## src/rtl/if_stage_if.sv

```systemverilog
// Fetch-stage bus: pipeline control, instruction-memory port and IF/ID outputs.
interface if_stage_if;
    logic        stall;
    logic        flush;
    logic        branch_taken;
    logic [31:0] branch_target;
    logic        jump;
    logic [31:0] jump_target;
    logic [31:0] imem_addr;
    logic [31:0] imem_instr;
    logic [31:0] id_instr;
    logic [31:0] id_pc_plus4;
    logic        id_valid;
    logic [31:0] fetch_count;

    // Environment side: drives control and memory data, observes the stage.
    modport master (
        output stall, flush, branch_taken, branch_target, jump, jump_target, imem_instr,
        input  imem_addr, id_instr, id_pc_plus4, id_valid, fetch_count
    );

    // Fetch stage side.
    modport slave (
        input  stall, flush, branch_taken, branch_target, jump, jump_target, imem_instr,
        output imem_addr, id_instr, id_pc_plus4, id_valid, fetch_count
    );
endinterface

```

## src/rtl/if_stage.sv

```systemverilog
// Instruction fetch stage: PC register, IF/ID pipeline register and fetch counter.
module if_stage #(
    parameter logic [31:0] RESET_PC = 32'h0000_0000
) (
    input logic         clk,
    input logic         rst,
    if_stage_if.slave   bus
);

    logic [31:0] pc_q, pc_d;
    logic [31:0] pc_plus4;
    logic [31:0] instr_q, instr_d;
    logic [31:0] pc4_q, pc4_d;
    logic        valid_q, valid_d;
    logic [31:0] count_q, count_d;
    logic        squash;

    // Redirect targets are word-aligned; the low bits are intentionally dropped.
    logic unused_tgt_lsbs;
    assign unused_tgt_lsbs = ^{bus.branch_target[1:0], bus.jump_target[1:0]};

    assign pc_plus4 = pc_q + 32'd4;
    // Any redirect discards the word fetched this cycle.
    assign squash   = bus.flush | bus.branch_taken | bus.jump;

    // Next-PC selection: branch beats jump beats stall beats sequential.
    always_comb begin
        pc_d = pc_q;
        if (bus.branch_taken) begin
            pc_d = {bus.branch_target[31:2], 2'b00};
        end else if (bus.jump) begin
            pc_d = {bus.jump_target[31:2], 2'b00};
        end else if (!bus.stall) begin
            pc_d = pc_plus4;
        end
    end

    // IF/ID next state and fetch counter: squash beats stall beats load.
    always_comb begin
        instr_d = instr_q;
        pc4_d   = pc4_q;
        valid_d = valid_q;
        count_d = count_q;
        if (squash) begin
            instr_d = 32'h0;
            pc4_d   = 32'h0;
            valid_d = 1'b0;
        end else if (!bus.stall) begin
            instr_d = bus.imem_instr;
            pc4_d   = pc_plus4;
            valid_d = 1'b1;
            count_d = count_q + 32'd1;
        end
    end

    // State registers with synchronous reset that overrides every control input.
    always_ff @(posedge clk) begin
        if (rst) begin
            pc_q    <= RESET_PC;
            instr_q <= 32'h0;
            pc4_q   <= 32'h0;
            valid_q <= 1'b0;
            count_q <= 32'h0;
        end else begin
            pc_q    <= pc_d;
            instr_q <= instr_d;
            pc4_q   <= pc4_d;
            valid_q <= valid_d;
            count_q <= count_d;
        end
    end

    assign bus.imem_addr   = pc_q;
    assign bus.id_instr    = instr_q;
    assign bus.id_pc_plus4 = pc4_q;
    assign bus.id_valid    = valid_q;
    assign bus.fetch_count = count_q;

endmodule

```

## src/flat_wrapper.sv

```systemverilog
// flat-port wrapper written by rule: the top's interface ports become plain ports
module if_stage_flat 
#(
    parameter logic [31:0] RESET_PC = 32'h0000_0000
)
  (clk, rst, bus_stall, bus_flush, bus_branch_taken, bus_branch_target, bus_jump, bus_jump_target, bus_imem_instr, bus_imem_addr, bus_id_instr, bus_id_pc_plus4, bus_id_valid, bus_fetch_count);
  if_stage_if bus_i ();
  input logic clk;
  input logic rst;
  input wire logic [$bits(bus_i.stall)-1:0] bus_stall;
  input wire logic [$bits(bus_i.flush)-1:0] bus_flush;
  input wire logic [$bits(bus_i.branch_taken)-1:0] bus_branch_taken;
  input wire logic [$bits(bus_i.branch_target)-1:0] bus_branch_target;
  input wire logic [$bits(bus_i.jump)-1:0] bus_jump;
  input wire logic [$bits(bus_i.jump_target)-1:0] bus_jump_target;
  input wire logic [$bits(bus_i.imem_instr)-1:0] bus_imem_instr;
  output wire logic [$bits(bus_i.imem_addr)-1:0] bus_imem_addr;
  output wire logic [$bits(bus_i.id_instr)-1:0] bus_id_instr;
  output wire logic [$bits(bus_i.id_pc_plus4)-1:0] bus_id_pc_plus4;
  output wire logic [$bits(bus_i.id_valid)-1:0] bus_id_valid;
  output wire logic [$bits(bus_i.fetch_count)-1:0] bus_fetch_count;
  assign bus_i.stall = bus_stall;
  assign bus_i.flush = bus_flush;
  assign bus_i.branch_taken = bus_branch_taken;
  assign bus_i.branch_target = bus_branch_target;
  assign bus_i.jump = bus_jump;
  assign bus_i.jump_target = bus_jump_target;
  assign bus_i.imem_instr = bus_imem_instr;
  assign bus_imem_addr = bus_i.imem_addr;
  assign bus_id_instr = bus_i.id_instr;
  assign bus_id_pc_plus4 = bus_i.id_pc_plus4;
  assign bus_id_valid = bus_i.id_valid;
  assign bus_fetch_count = bus_i.fetch_count;
  if_stage #(.RESET_PC(RESET_PC)) u_core (.clk(clk), .rst(rst), .bus(bus_i));
endmodule
```

## config.mk

```make
export PLATFORM = sky130hd
export DESIGN_NAME = if_stage_flat
export DESIGN_NICKNAME = d
export VERILOG_FILES = /design/src/rtl/if_stage_if.sv /design/src/rtl/if_stage.sv /design/src/flat_wrapper.sv
export SDC_FILE = /design/constraint.sdc
export NUM_CORES = 1
export LEC_CHECK = 0
export ABC_AREA = 1
export BUFFER_PORTS_ARGS = -buffer_cell sky130_fd_sc_hd__buf_4
export CORE_UTILIZATION = 46
export CTS_BUF_LIST = sky130_fd_sc_hd__clkbuf_2 sky130_fd_sc_hd__clkbuf_4 sky130_fd_sc_hd__clkbuf_8
export CTS_CLUSTER_SIZE = 14
export DETAILED_ROUTE_END_ITERATION = 8
export GPL_TIMING_DRIVEN = 0
export MAX_ROUTING_LAYER = met4
export PLACE_DENSITY = 0.74
export SLEW_MARGIN = 20
export SYNTH_ARGS = -nofsm -noshare
export SYNTH_HDL_FRONTEND = slang
export SYNTH_SLANG_ARGS = --single-unit
```

## constraint.sdc

```tcl
create_clock -name clk -period 1.65 [get_ports clk]
set_input_delay 0.33 -clock clk [delete_from_list [all_inputs] [get_ports clk]]
set_output_delay 0.33 -clock clk [all_outputs]
set_load 0.05 [all_outputs]
```

==> flow_metrics.py <==
metrics = {
    "critical_path": {
        "r2r_start": "u_core.bus.imem_addr[3]",
        "regToRegEndpoint": "u_core.bus.imem_addr[12]",
        "path_max_fanout": 5,
        "endpoint_kind": "register",
        "worstPathArrival_ns": 1.98,
        "crit_type": "register to register",
        "ff2ff_path_depth": 9,
        "cp-start-kind": "register",
        "required_ns": 2.03,
        "rrSetupSlack_ns": 0.05,
    },
    "floorplanning": {
        "die_area_sq_mm": 0.01508,
        "die_y_um": 122.8,
        "die_x_um": 122.8,
        "coreArea_sq_mm": 0.01404,
        "num_rows": 43,
        "num_io_pins": 231,
        "initial_utilization_pct": 47.81,
    },
    "cts": {
        "cts.sinks": 125,
        "cts_buffer_depth": 2,
        "clock-root-buffer": "clkbuf_8",
        "cts_tree": "built",
        "clk_pin_slew_ns": 0.08,
        "cts_hold_buf": 0,
        "clk_latency_ns": 0.45,
        "cts_inserted_buffers": 17,
        "h-tree-depth": 4,
    },
    "global_route": {
        "grt_max_degree": 17,
        "grt_pass1_vias": 6892,
        "grt_util_all_layers_pct": 31.13,
        "antenna_found_initial": 0,
        "grt_overflow": 0,
        "grt_pass1_wl_mm": 34.91,
    },
    "sta": {
        "hold_viol_final": 0,
        "hold_ws_ns": 0.1277,
        "tightest_slew_ns": 0.6441,
        "grt_setup_unrepaired": "true",
        "timing.final.crit_period_ns": 1.596,
        "fmax_mhz": 626.6,
        "skew_ns": 0.01137,
        "fin_tns_setup_ns": 0,
        "slew_headroom_pct": 57.06,
        "drv_slew": 0,
        "setup_viol": 0,
        "setup_ws_ns": 0.05397,
        "finalCritPeriodShare_pct": 96.73,
    },
    "power_and_ir_drop": {
        "cell_internal_pwr_mw": 4.928,
        "p_sw_mw": 2.212,
        "p_leak_nw": 4.141,
        "p_per_area_mw_per_mm2": 775.9,
        "pwr-share-clk_pct": 37.8,
        "power_mw": 7.140,
        "p_seq_share_pct": 45.2,
        "combPwrFrac_pct": 17.0,
        "irDropWorstVdd_uv": 625.7,
        "switching_share_pct": 30.98,
    },
    "synth": {
        "synthMuxAreaShare_pct": 0,
        "async_flop_share_pct": 0,
        "synthAdderAreaFrac_pct": 0.3727,
        "ys_seq_area_share_pct": 37.27,
        "syn_area_per_cell_sq_um": 6.456,
        "ys_seq_elements": 125,
        "yosysWarnings": 0,
        "yosysUniqueCellTypes": 43,
        "synth_edf_count": 0,
        "synth_cells": 1040,
        "synth-simple-area-share_pct": 35.59,
        "yosys.area_share.xor_xnor_pct": 2.218,
        "synth_top_family_by_area": "simple AND/OR/NAND/NOR gates",
        "synth_compound_area_share_pct": 15.88,
        "synth_flop_cell": "dfxtp_1",
        "synth.cell_area_sq_mm": 0.006714,
    },
    "hold_path": {
        "worstHoldPathType": "input pin to register",
        "worstHoldEndpoint": "u_core.bus.id_instr[5]",
        "hold_depth": 3,
        "hp-start": "bus_imem_instr[5]",
    },
    "layout": {
        "area_growth_pct": 37.07,
        "design_area_sq_mm": 0.009203,
        "final_cells": 1481,
        "fin_nets": 1392,
        "final_layout_size_suffix_gt1_share_pct": 28.13,
        "antenna_cells": 0,
        "finish.utilization_pct": 65.54,
    },
    "placement": {
        "placed_cells": 1443,
        "place_congestion": 0.9473,
        "place_hpwl_mm": 16.98,
        "detailed_place.area_sq_mm": 0.008625,
        "preCtsSetupSlack_ns": -0.1245,
        "port_buffers": 220,
    },
    "route": {
        "antenna_left": 0,
        "drc": 0,
        "routed_wirelength_mm": 22.52,
        "drt_iter0_markers": 511,
        "viasPerCell": 5.141,
        "wl_per_cell_um": 15.21,
        "drt_pre_antenna_iters": 5,
        "vias": 7614,
    },
    "flow_run": {
        "max_cap_violations": 0,
    },
    "outcome": {
        "status": "completed",
    },
}
[timing repair]
action,CTS,global route
resized for setup,8,41
endpoints found under the setup margin,12,40
pin swaps,2,8
buffers inserted,3,3
endpoints found under the hold margin,0,0
[flip-flops by register name (all words and copies together) (netlist names)]
| name | count |
|---|---|
| u_core.bus.id_pc_plus4 | 30 |
| u_core.bus.fetch_count | 32 |
| u_core.bus.id_instr | 32 |
| u_core.bus.id_valid | 1 |
| u_core.bus.imem_addr | 30 |
[cell families after synthesis]
logic type	count (synthesis)
XOR/XNOR	17
AND/OR/NAND/NOR	561
flip-flops	125
buffers and inverters	134
other	1
AO/OA/AOI/OAI	200
adder cells (fa/ha/maj)	2
[power by group through the flow]
stage	clock network (mW)	logic, mW	registers, mW
after floorplan	0	0.455	3.52
after global placement	0	1.18	3.28
final	2.70	1.21	3.23
after CTS	2.74	1.19	3.21
after detailed placement	0	1.18	3.28
after global routing	2.84	1.31	3.24
[Yosys cell counts, types with 2 or more instances]
cell	count	area share (%)
inv_1	78	4.4
nor3_1	2	0.15
xor2_1	12	1.6
buf_6	2	0.34
nor2_2	13	1.2
nand3b_1	10	1.1
nand2_1	285	16
ha_1	2	0.37
buf_4	8	0.89
clkbuf_1	28	1.6
nor2_1	169	9.4
inv_2	3	0.17
a21oi_2	3	0.39
or2_1	2	0.19
nor2_4	5	0.84
o21ai_0	63	4.7
nand3_1	57	4.2
a21oi_1	112	8.3
buf_2	10	0.75
nand3_2	3	0.45
dfxtp_1	125	37
nand4_1	2	0.19
o211ai_1	18	2.0
xnor2_1	5	0.65
nand2_2	5	0.47
[layout by cell type (no fill, tap or decap), types with 3 or more instances in the layout]
cell type and instances:
dfxtp_4 4, nor2_1 156, nand3b_1 10, o21ai_0 61
xnor2_1 5, nand2_4 3, dfxtp_1 95, buf_4 234
clkinvlp_4 3, nor2_2 19, a21oi_2 3, nand2_1 283
dfxtp_2 26, clkbuf_1 28, buf_2 10, clkbuf_8 17
inv_1 78, o211ai_1 18, conb_1 4, clkinv_4 4
nand3_1 57, nand3_2 3, nor2_4 12, nand2_2 5
xor2_1 12, inv_2 3, a21oi_1 112
[how the worst max path moves through the flow]
stage / from / endpoint / slack [ns]
2_1_floorplan: u_core.bus.imem_addr[14] / u_core.bus.id_pc_plus4[31] / 0.01
3_3_place_gp: bus_stall / u_core.bus.id_pc_plus4[30] / -0.12
3_5_place_dp: bus_stall / u_core.bus.id_pc_plus4[30] / -0.12
4_1_cts: u_core.bus.imem_addr[14] / u_core.bus.id_pc_plus4[22] / 0.007
5_1_grt: u_core.bus.imem_addr[3] / u_core.bus.id_pc_plus4[26] / -0.07
6_report: u_core.bus.imem_addr[3] / u_core.bus.imem_addr[12] / 0.05
[worst max-delay path, stage by stage (launching register included)]
cell and delay [ns]:
dfxtp_4 0.39, ha_4 0.16, nand2_4 0.05, nor2_4 0.16
buf_4 0.15, nand3b_4 0.10, or2_1 0.26, nand3_1 0.09
nand2_1 0.07, a21oi_1 0.11
[layout make-up]
| class | instances | area (sq um) |
|---|---|---|
| tap | 180 | 225.2 |
| sequential | 125 | 2550 |
| clock inverter | 13 | 142.6 |
| multi-input combinational | 784 | 3761 |
| fill | 1315 | 4840 |
| inverter | 82 | 310.3 |
| clock buffer | 19 | 249.0 |
| timing repair buffer | 226 | 1697 |
| buffer | 52 | 267.8 |
[per-layer routing]
| metal | GRT usage [%] | up-vias | part of all wire [%] |
|---|---|---|---|
| met5 | - | - | 0 |
| met1 | 39.63 | 3430 | 43 |
| met2 | 49.16 | 321 | 47 |
| met3 | 5.669 | 39 | 7.3 |
| li1 | - | 3824 | - |
| met4 | 11.13 | 0 | 2.3 |
No activity file was read; power rests on OpenSTA's default activity.
